===== src/rtl/sprite_anim_rom.sv =====
// sprite_anim_rom: animated bitmap sprite with an ALIVE / EXPLODE / DEAD life cycle.
// The beam position is compared against the sprite rectangle. The selected bitmap
// bit is registered onto pixel_on one clock after pix_x/pix_y.
// Optional build macro: SPRITE_MIRROR_EN enables the horizontal flip driven by
// the mirror input. Without it, mirror is accepted and ignored.
// Bitmaps are 8x8 glyphs. Other SPRITE_W/SPRITE_H values tile the glyph modulo 8.
module sprite_anim_rom #(
    parameter int SPRITE_W      = 8,
    parameter int SPRITE_H      = 8,
    parameter int NUM_FRAMES    = 2,
    parameter int SCALE_LOG2    = 1,
    parameter int ANIM_DIV      = 16,
    parameter int EXPLODE_TICKS = 8
) (
    input  logic       clk,
    input  logic       reset,
    input  logic       frame_tick,
    input  logic       kill,
    input  logic       revive,
    input  logic [9:0] pix_x,
    input  logic [9:0] pix_y,
    input  logic [9:0] spr_x,
    input  logic [9:0] spr_y,
    input  logic       mirror,
    output logic       pixel_on,
    output logic       exploding,
    output logic       dead,
    output logic [((NUM_FRAMES > 1) ? $clog2(NUM_FRAMES) : 1)-1:0] frame_idx
);

    localparam int FW = (NUM_FRAMES > 1) ? $clog2(NUM_FRAMES) : 1;
    localparam int AW = (ANIM_DIV > 1) ? $clog2(ANIM_DIV) : 1;
    // The explode counter must be able to hold EXPLODE_TICKS itself.
    localparam int EW = $clog2(EXPLODE_TICKS + 1);

    // On-screen footprint of the sprite in pixels.
    localparam logic [10:0] SPAN_X = 11'(SPRITE_W << SCALE_LOG2);
    localparam logic [10:0] SPAN_Y = 11'(SPRITE_H << SCALE_LOG2);

    // Glyph rows, row 0 in the top byte, column 0 at each row's MSB.
    // NOTE: the glyphs are constants, so there is nothing to reset or initialise.
    localparam logic [63:0] FRAME0_ROWS = {
        8'b00011000, 8'b00111100, 8'b01111110, 8'b11011011,
        8'b11111111, 8'b00100100, 8'b01000010, 8'b10000001
    };
    localparam logic [63:0] FRAME1_ROWS = {
        8'b00011000, 8'b00111100, 8'b01111110, 8'b11011011,
        8'b11111111, 8'b01011010, 8'b10000001, 8'b01000010
    };
    // The explosion shape is deliberately asymmetric, so a horizontal flip is visible.
    localparam logic [63:0] BOOM_ROWS = {
        8'b10001000, 8'b01001001, 8'b00101010, 8'b11000100,
        8'b00100011, 8'b01010100, 8'b10010010, 8'b00010001
    };

    typedef enum logic [1:0] {
        ST_ALIVE   = 2'd0,
        ST_EXPLODE = 2'd1,
        ST_DEAD    = 2'd2
    } state_e;

    state_e          state_q, state_d;
    logic [AW-1:0]   anim_cnt_q, anim_cnt_d;
    logic [EW-1:0]   expl_cnt_q, expl_cnt_d;
    logic [FW-1:0]   frame_q, frame_d;
    logic            pixel_q, pixel_d;
    logic            exploding_q, exploding_d;
    logic            dead_q, dead_d;

    logic [10:0]     beam_x, beam_y, org_x, org_y;
    logic            hit_x, hit_y;
    logic [9:0]      dx, dy, col_w, row_w;
    logic            glyph;

    // Returns one bit of an 8x8 glyph; row and column wrap modulo 8.
    function automatic logic glyph_bit(input logic [63:0] rows,
                                       input logic [2:0]  r,
                                       input logic [2:0]  c);
        return rows[6'd63 - {r, c}];
    endfunction

    // State register: FSM, counters and every registered output.
    // NOTE: clocked blocks use non-blocking assignments so that all flops sample pre-edge values.
    always_ff @(posedge clk or posedge reset) begin
        if (reset) begin
            state_q     <= ST_ALIVE;
            anim_cnt_q  <= '0;
            expl_cnt_q  <= '0;
            frame_q     <= '0;
            pixel_q     <= 1'b0;
            exploding_q <= 1'b0;
            dead_q      <= 1'b0;
        end else begin
            state_q     <= state_d;
            anim_cnt_q  <= anim_cnt_d;
            expl_cnt_q  <= expl_cnt_d;
            frame_q     <= frame_d;
            pixel_q     <= pixel_d;
            exploding_q <= exploding_d;
            dead_q      <= dead_d;
        end
    end

    // Next-state logic: life-cycle transitions and the animation/explosion counters.
    always_comb begin
        // NOTE: every variable gets a hold value first, so no path can infer a latch.
        state_d    = state_q;
        anim_cnt_d = anim_cnt_q;
        expl_cnt_d = expl_cnt_q;
        frame_d    = frame_q;
        case (state_q)
            ST_ALIVE: begin
                // A hit wins over a simultaneous frame tick, and the frame index stays frozen.
                if (kill) begin
                    state_d    = ST_EXPLODE;
                    expl_cnt_d = '0;
                end else if (frame_tick) begin
                    if (anim_cnt_q == AW'(ANIM_DIV - 1)) begin
                        anim_cnt_d = '0;
                        frame_d    = (frame_q == FW'(NUM_FRAMES - 1)) ? '0 : frame_q + FW'(1);
                    end else begin
                        anim_cnt_d = anim_cnt_q + AW'(1);
                    end
                end
            end
            ST_EXPLODE: begin
                // kill and revive are ignored here, so a second hit never restarts the count.
                if (frame_tick) begin
                    expl_cnt_d = expl_cnt_q + EW'(1);
                    if (expl_cnt_q == EW'(EXPLODE_TICKS - 1)) begin
                        state_d = ST_DEAD;
                    end
                end
            end
            ST_DEAD: begin
                if (revive) begin
                    state_d    = ST_ALIVE;
                    anim_cnt_d = '0;
                    frame_d    = '0;
                end
            end
            default: begin
                state_d = ST_ALIVE;
            end
        endcase
    end

    // Beam-to-sprite address decode. The 11-bit compares keep the right edge from wrapping past 1023.
    always_comb begin
        beam_x = {1'b0, pix_x};
        beam_y = {1'b0, pix_y};
        org_x  = {1'b0, spr_x};
        org_y  = {1'b0, spr_y};
        hit_x  = (beam_x >= org_x) && (beam_x < org_x + SPAN_X);
        hit_y  = (beam_y >= org_y) && (beam_y < org_y + SPAN_Y);
        dx     = pix_x - spr_x;
        dy     = pix_y - spr_y;
        col_w  = dx >> SCALE_LOG2;
        row_w  = dy >> SCALE_LOG2;
`ifdef SPRITE_MIRROR_EN
        if (mirror) begin
            col_w = 10'(SPRITE_W - 1) - col_w;
        end
`endif
    end

    // Output decode: bitmap selection by state, plus the next values of the status flags.
    always_comb begin
        exploding_d = (state_d == ST_EXPLODE);
        dead_d      = (state_d == ST_DEAD);
        glyph       = 1'b0;
        case (state_q)
            ST_ALIVE:   glyph = glyph_bit(frame_q[0] ? FRAME1_ROWS : FRAME0_ROWS,
                                          row_w[2:0], col_w[2:0]);
            ST_EXPLODE: glyph = glyph_bit(BOOM_ROWS, row_w[2:0], col_w[2:0]);
            default:    glyph = 1'b0;
        endcase
        pixel_d = hit_x & hit_y & glyph;
    end

    // Address bits above the glyph size only matter through the hit test.
`ifdef SPRITE_MIRROR_EN
    logic unused_addr_bits;
    assign unused_addr_bits = ^{row_w[9:3], col_w[9:3]};
`else
    logic unused_addr_bits;
    assign unused_addr_bits = ^{row_w[9:3], col_w[9:3], mirror};
`endif

    assign pixel_on  = pixel_q;
    assign exploding = exploding_q;
    assign dead      = dead_q;
    assign frame_idx = frame_q;

endmodule


===== config.mk =====
export PLATFORM = sky130hd
export DESIGN_NAME = sprite_anim_rom
export DESIGN_NICKNAME = d
export VERILOG_FILES = /design/src/rtl/sprite_anim_rom.sv
export SDC_FILE = /design/constraint.sdc
export NUM_CORES = 1
export LEC_CHECK = 0
export ABC_AREA = 1
export BUFFER_PORTS_ARGS = -buffer_cell sky130_fd_sc_hd__buf_2
export CAP_MARGIN = 20
export CORE_MARGIN = 2
export CORE_UTILIZATION = 40
export DETAILED_ROUTE_END_ITERATION = 8
export GPL_TIMING_DRIVEN = 0
export SKIP_LAST_GASP = 1
export SLEW_MARGIN = 15
export SYNTH_ARGS = -nofsm -noshare
export SYNTH_HDL_FRONTEND = slang
export SYNTH_SLANG_ARGS = --single-unit
export TNS_END_PERCENT = 100

===== constraint.sdc =====
create_clock -name clk -period 3.65 [get_ports clk]
set_input_delay 0.73 -clock clk [delete_from_list [all_inputs] [get_ports clk]]
set_output_delay 0.73 -clock clk [all_outputs]
set_load 0.01 [all_outputs]

# Word level (Yosys, flattened, before mapping)
# Memories as Yosys holds them, arrays and structs flattened.
# Index checks and enable logic that the tools add are counted.
# classes
addsub	8
order_cmp	5
n_eq_ne	12
n_mux	24
bitwise_logic	2
n_reduce_logical	8
# ops
op	n
4-bit two-way mux	6
23-bit two-way mux	1
10-bit by 5-bit adder with 11-bit output, second input constant	2
10-bit by 11-bit < comparator with 1-bit output	2
10-bit >= comparator	2
4-bit one-hot mux with 2 select lines	2
2-bit inequality test, second input constant	6
4-bit by 1-bit adder with 4-bit output, second input constant	2
2-bit two-way mux	4
4-bit subtractor	2
6-bit by 7-bit < comparator with 1-bit output, second input constant	1
1-bit two-way mux	7
1-bit binary-select mux with 6-bit select	1
2-bit one-hot mux with 3 select lines	1
6-bit subtractor, first input constant	1
5-bit AND reduction	1
2-bit by 1-bit equality test with 1-bit output, second input constant	2
2-bit equality test, second input constant	2
4-bit by 3-bit equality test with 1-bit output, second input constant	1
4-bit equality test, second input constant	1
1-bit one-hot mux with 2 select lines	2
4-bit AND reduction	1
2-bit nonzero test	2
3-bit AND reduction	1
4 further kinds	6
# word_totals
reg_bits	14
mem_bits_ro	64
input_bits	46
out_inout_bits	4
n_memories	1
# memory_table
memory	words	width	read_ports	rd_clocked_by_memory_dff	write_ports	line_no	source
(name not given)	64	1	1	0	0	79	return rows[6'd63 - {r, c}];

# Logic depth before layout (Yosys ltp)
# depth
depth_word	6
ltp_mapped	17

# Worst setup path after synthesis
# No wires, ideal clock.
# synth_timing
kind	input port to flip-flop
from	input port pix_x[0]
to	register pixel_q, in the netlist pixel_on
setup_ns	0.077
t_arrival_ns	2.515
t_required_ns	3.573
setup_slack_ns	1.057
path_stages	13
cell_sequence	inv_1 -> ha_1 -> inv_1 -> fa_1 -> ha_1 -> xnor2_1 -> inv_1 -> nand4_1 -> nand3_1 -> nand2_1 -> a21oi_1 -> nand2_1 -> a21oi_1
# synth_via
elab_chain_len	6
elab_cells_between_ends	12
cone_classes	add/sub: 2; order compare: 2; mux: 4; bitwise: 2; reduce/logical: 1; memory: 1
# synth_rtl
element	line_no	source
from (decl)	20	input logic [9:0] pix_x,
4-bit subtractor	156	dx = pix_x - spr_x;
6-bit subtractor	79	
memory 64 x 1 bit or 1-bit binary-select mux with 6-bit select (tied branches)	n/a	
1-bit two-way mux (implied by the code)	79	
1-bit one-hot mux with 2 select lines	172	case (state_q)
1-bit bitwise AND *	178	pixel_d = hit_x & hit_y & glyph;
via pixel_d	66	logic pixel_q, pixel_d;
to (signal assigned)	98	pixel_q <= pixel_d;
to (decl)	66	
# The timed path passes the listed nets; every way through them passes the cells marked *. The select of a mux whose other input is x is not followed.
# A chain may end at the register's enable or synchronous reset.

# Worst setup path after layout
# Ends and elaborated chain as after synthesis.

==> reports/results.tsv <==
metric	value	unit
Gate Count Post-Synth	316	
Worst Hold Margin	0.503	ns
Final nets	459	
maximum operating frequency	384	MHz
effective utilization at floorplan	41.6	%
Vias per Instance	4.78	
worst skew pair latency	0.25	ns
area inside the core boundary	5140	µm²
RSZ-0062 raised after global routing	false	
GRT Residual Overflow	0	
Sinks on Clock Net	14	
xor/xnor share of the synthesized area	5.32	%
most frequent standard cell in the layout excluding fill and tap cells	sky130_fd_sc_hd__nand2_1	
number of global-route vias before repair	1977	
top library cells by usage in the layout, fill and taps aside	sky130_fd_sc_hd__nand2_1 (63), sky130_fd_sc_hd__inv_1 (53), sky130_fd_sc_hd__buf_2 (48)	
count of endpoints failing setup in the final report	0	
Cell Rows	26	
total vias in the final route	2091	
Synth Area in Simple Gates	30.3	%
Tmin final	2.61	ns
number of nets in the synthesized netlist	406	
#FFs+latches synth	14	
Worst Reg2Reg Path Length in Cells	9	
n_diodes	0	
overall routed net length	4350	µm
total routing resource utilization after global routing	16.0	%
P per Cell Area	313	nW/µm²
top-level I/O count	50	
Worst setup SP type	input port	
max capacitance violation total	0	
share of cell area taken by muxes after synthesis	0	%
clock tree buffer depth	2	
Clk Tree Root Cell	sky130_fd_sc_hd__clkbuf_8	
slew of the pin with the lowest slew margin	0.525	ns
number of detailed-route iterations in the first pass	4	
proportion of synthesized chip area in sequential cells	16.4	%
initial antenna violation count	0	
result of the run	finished clean	
largest fanout on the critical path	6	
pin count of the biggest net entering global routing	15	
classification of the worst-slack hold path	input port to async pin	
fraction of layout instances using a drive strength above 1	16.9	%
cell accounting for the most synthesized area	sky130_fd_sc_hd__ha_1	
distinct cell type count after synthesis	28	
area added between synthesis and finish	17.3	%
syn_area_per_cell	6.77	µm²
half-perimeter wire length after placement	3770	µm
hold-fix buffers at CTS	0	
worst IR drop on VDD	0.169	mV
Worst-path clk slew	0.06	ns
post-detailed-route count of antenna-violating nets	0	
final std cells w/o fill	437	
number of instances resized during post-cts repair	0	
average wire per standard cell	9.96	µm
fraction of the mapped netlist area in compound gates	11.9	%
total of warnings raised by yosys	0	
final period utilization	71.4	%
dominant cells by area after synthesis	sky130_fd_sc_hd__ha_1 (25%), sky130_fd_sc_hd__dfrtp_1 (16%), sky130_fd_sc_hd__nand2_1 (11%)	
clock buffers created by TritonCTS	3	
weighted congestion reported at the end of routability-driven placement	0.823	
Filler cells	568	
largest family of logic cells by synthesized area	simple AND/OR/NAND/NOR gates	
total die area	5950	µm²
arithmetic-cell share of the synthesized area counting full adders, half adders and majority gates	26.4	%
clock tree from TritonCTS	built	
post-synth design cell area	2140	µm²
wire length of the first global-routing pass	8130	µm
headroom to the max-slew limit	65.0	%
Critical Path Sink Type	flip-flop	
static leakage power	0.00138	µW
DRT iter0 DRCs	46	
worst setup path category	input port to flip-flop	
final hold violation count	0	
data arrival time of the critical path	2.78	ns
Slew Viols, Final	0	
# DRC	0	
Setup TNS	0	ns
Post-CTS Setup Bufs	0	
total of buffers placed on input and output ports	48	
Clock H-tree levels	1	
overall die width	77.1	µm
Post-Place Cells	434	
final clock skew	0.00106	ns
Worst Path Required	3.83	ns
share of the synthesized area in the top cell type	24.6	%
height of the die	77.1	µm
layer usage:
metal	track usage, %	vias up	part of all wire [%]
li1	-	1149	-
met1	22.2	906	53
met2	26.6	31	44
met3	1.18	5	2.4
met4	4.82	0	1.3
met5	0	-	0
layout make-up:
type / count / area (µm²) / share of cell area (%)
Multi-Input combinational cell: 247 / 1580 / 63.0
Sequential cell: 14 / 350 / 14.0
Timing Repair Buffer: 48 / 240 / 9.58
Inverter: 54 / 203 / 8.08
Tap cell: 70 / 87.6 / 3.49
Clock buffer: 3 / 41.3 / 1.65
Buffer: 1 / 5.00 / 0.200
synth_stat cells, drive strengths merged:
library cell	number
a211oi	1
a21boi	1
a21oi	22
a31oi	2
a32o	1
clkbuf	1
dfrtp	14
fa	2
ha	42
inv	54
nand2	69
nand3	36
nand3b	2
nand4	4
nor2	24
nor3	7
nor4	2
o21a	2
o21ai	16
o21bai	1
xnor2	5
xor2	8
worst paths after layout:
path	startpoint	to	slack [ns]
setup / recovery	pix_x[0]	pixel_on	1.04
hold / removal	reset	exploding	0.50
setup reg to reg	frame_idx	pixel_on	2.05
hold reg to reg	anim_cnt_q[0]	anim_cnt_q[0]	0.53
max in group asynchronous	reset	state_q[1]	2.80
min in group clk	anim_cnt_q[0]	anim_cnt_q[0]	0.53
where the power goes:
group | leakage [µW] | switching [µW] | internal, µW
Sequential | 0.000176 | 34.3 | 202
Clock | 0.0000216 | 56.6 | 73.3
Combinational | 0.00118 | 248 | 170
Total | 0.00138 | 339 | 445
kinds of logic (layout without fill, tap and decap cells):
logic type / count (synthesis) / after routing
compound gates: 46 / 46
fa+ha+maj: 44 / 44
buf+inv: 55 / 106
simple gates: 144 / 144
flops: 14 / 14
xor+xnor: 13 / 13
critical path, stage by stage:
cell and delay (ns):
sky130_fd_sc_hd__buf_2 0.09, sky130_fd_sc_hd__inv_1 0.04, sky130_fd_sc_hd__ha_1 0.13, sky130_fd_sc_hd__inv_1 0.06
sky130_fd_sc_hd__fa_1 0.64, sky130_fd_sc_hd__ha_1 0.32, sky130_fd_sc_hd__xnor2_1 0.16, sky130_fd_sc_hd__inv_1 0.06
sky130_fd_sc_hd__nand4_1 0.09, sky130_fd_sc_hd__nand3_1 0.09, sky130_fd_sc_hd__nand2_1 0.06, sky130_fd_sc_hd__a21oi_1 0.11
sky130_fd_sc_hd__nand2_1 0.06, sky130_fd_sc_hd__a21oi_1 0.14
flip-flops by register name, indices dropped and copies added (netlist names):
| register | flops |
|---|---|
| dead | 1 |
| expl_cnt_q | 4 |
| pixel_on | 1 |
| state_q | 2 |
| frame_idx | 1 |
| anim_cnt_q | 4 |
| exploding | 1 |
through the flow:
stage / instance area [µm²] / total power, µW / util (%) / setup WS, ns
3_5_place_dp: 2470 / 659 / 48.0 / 0.783
6_report: 2510 / 784 / 48.8 / 1.04
4_1_cts: 2510 / 793 / 48.8 / 1.03
2_1_floorplan: 2140 / 544 / - / 1.06
3_3_place_gp: 2470 / 651 / 48.0 / 0.778
5_1_grt: 2510 / 877 / 48.8 / 0.806
Note: power is estimated with default switching activity, not from simulation.
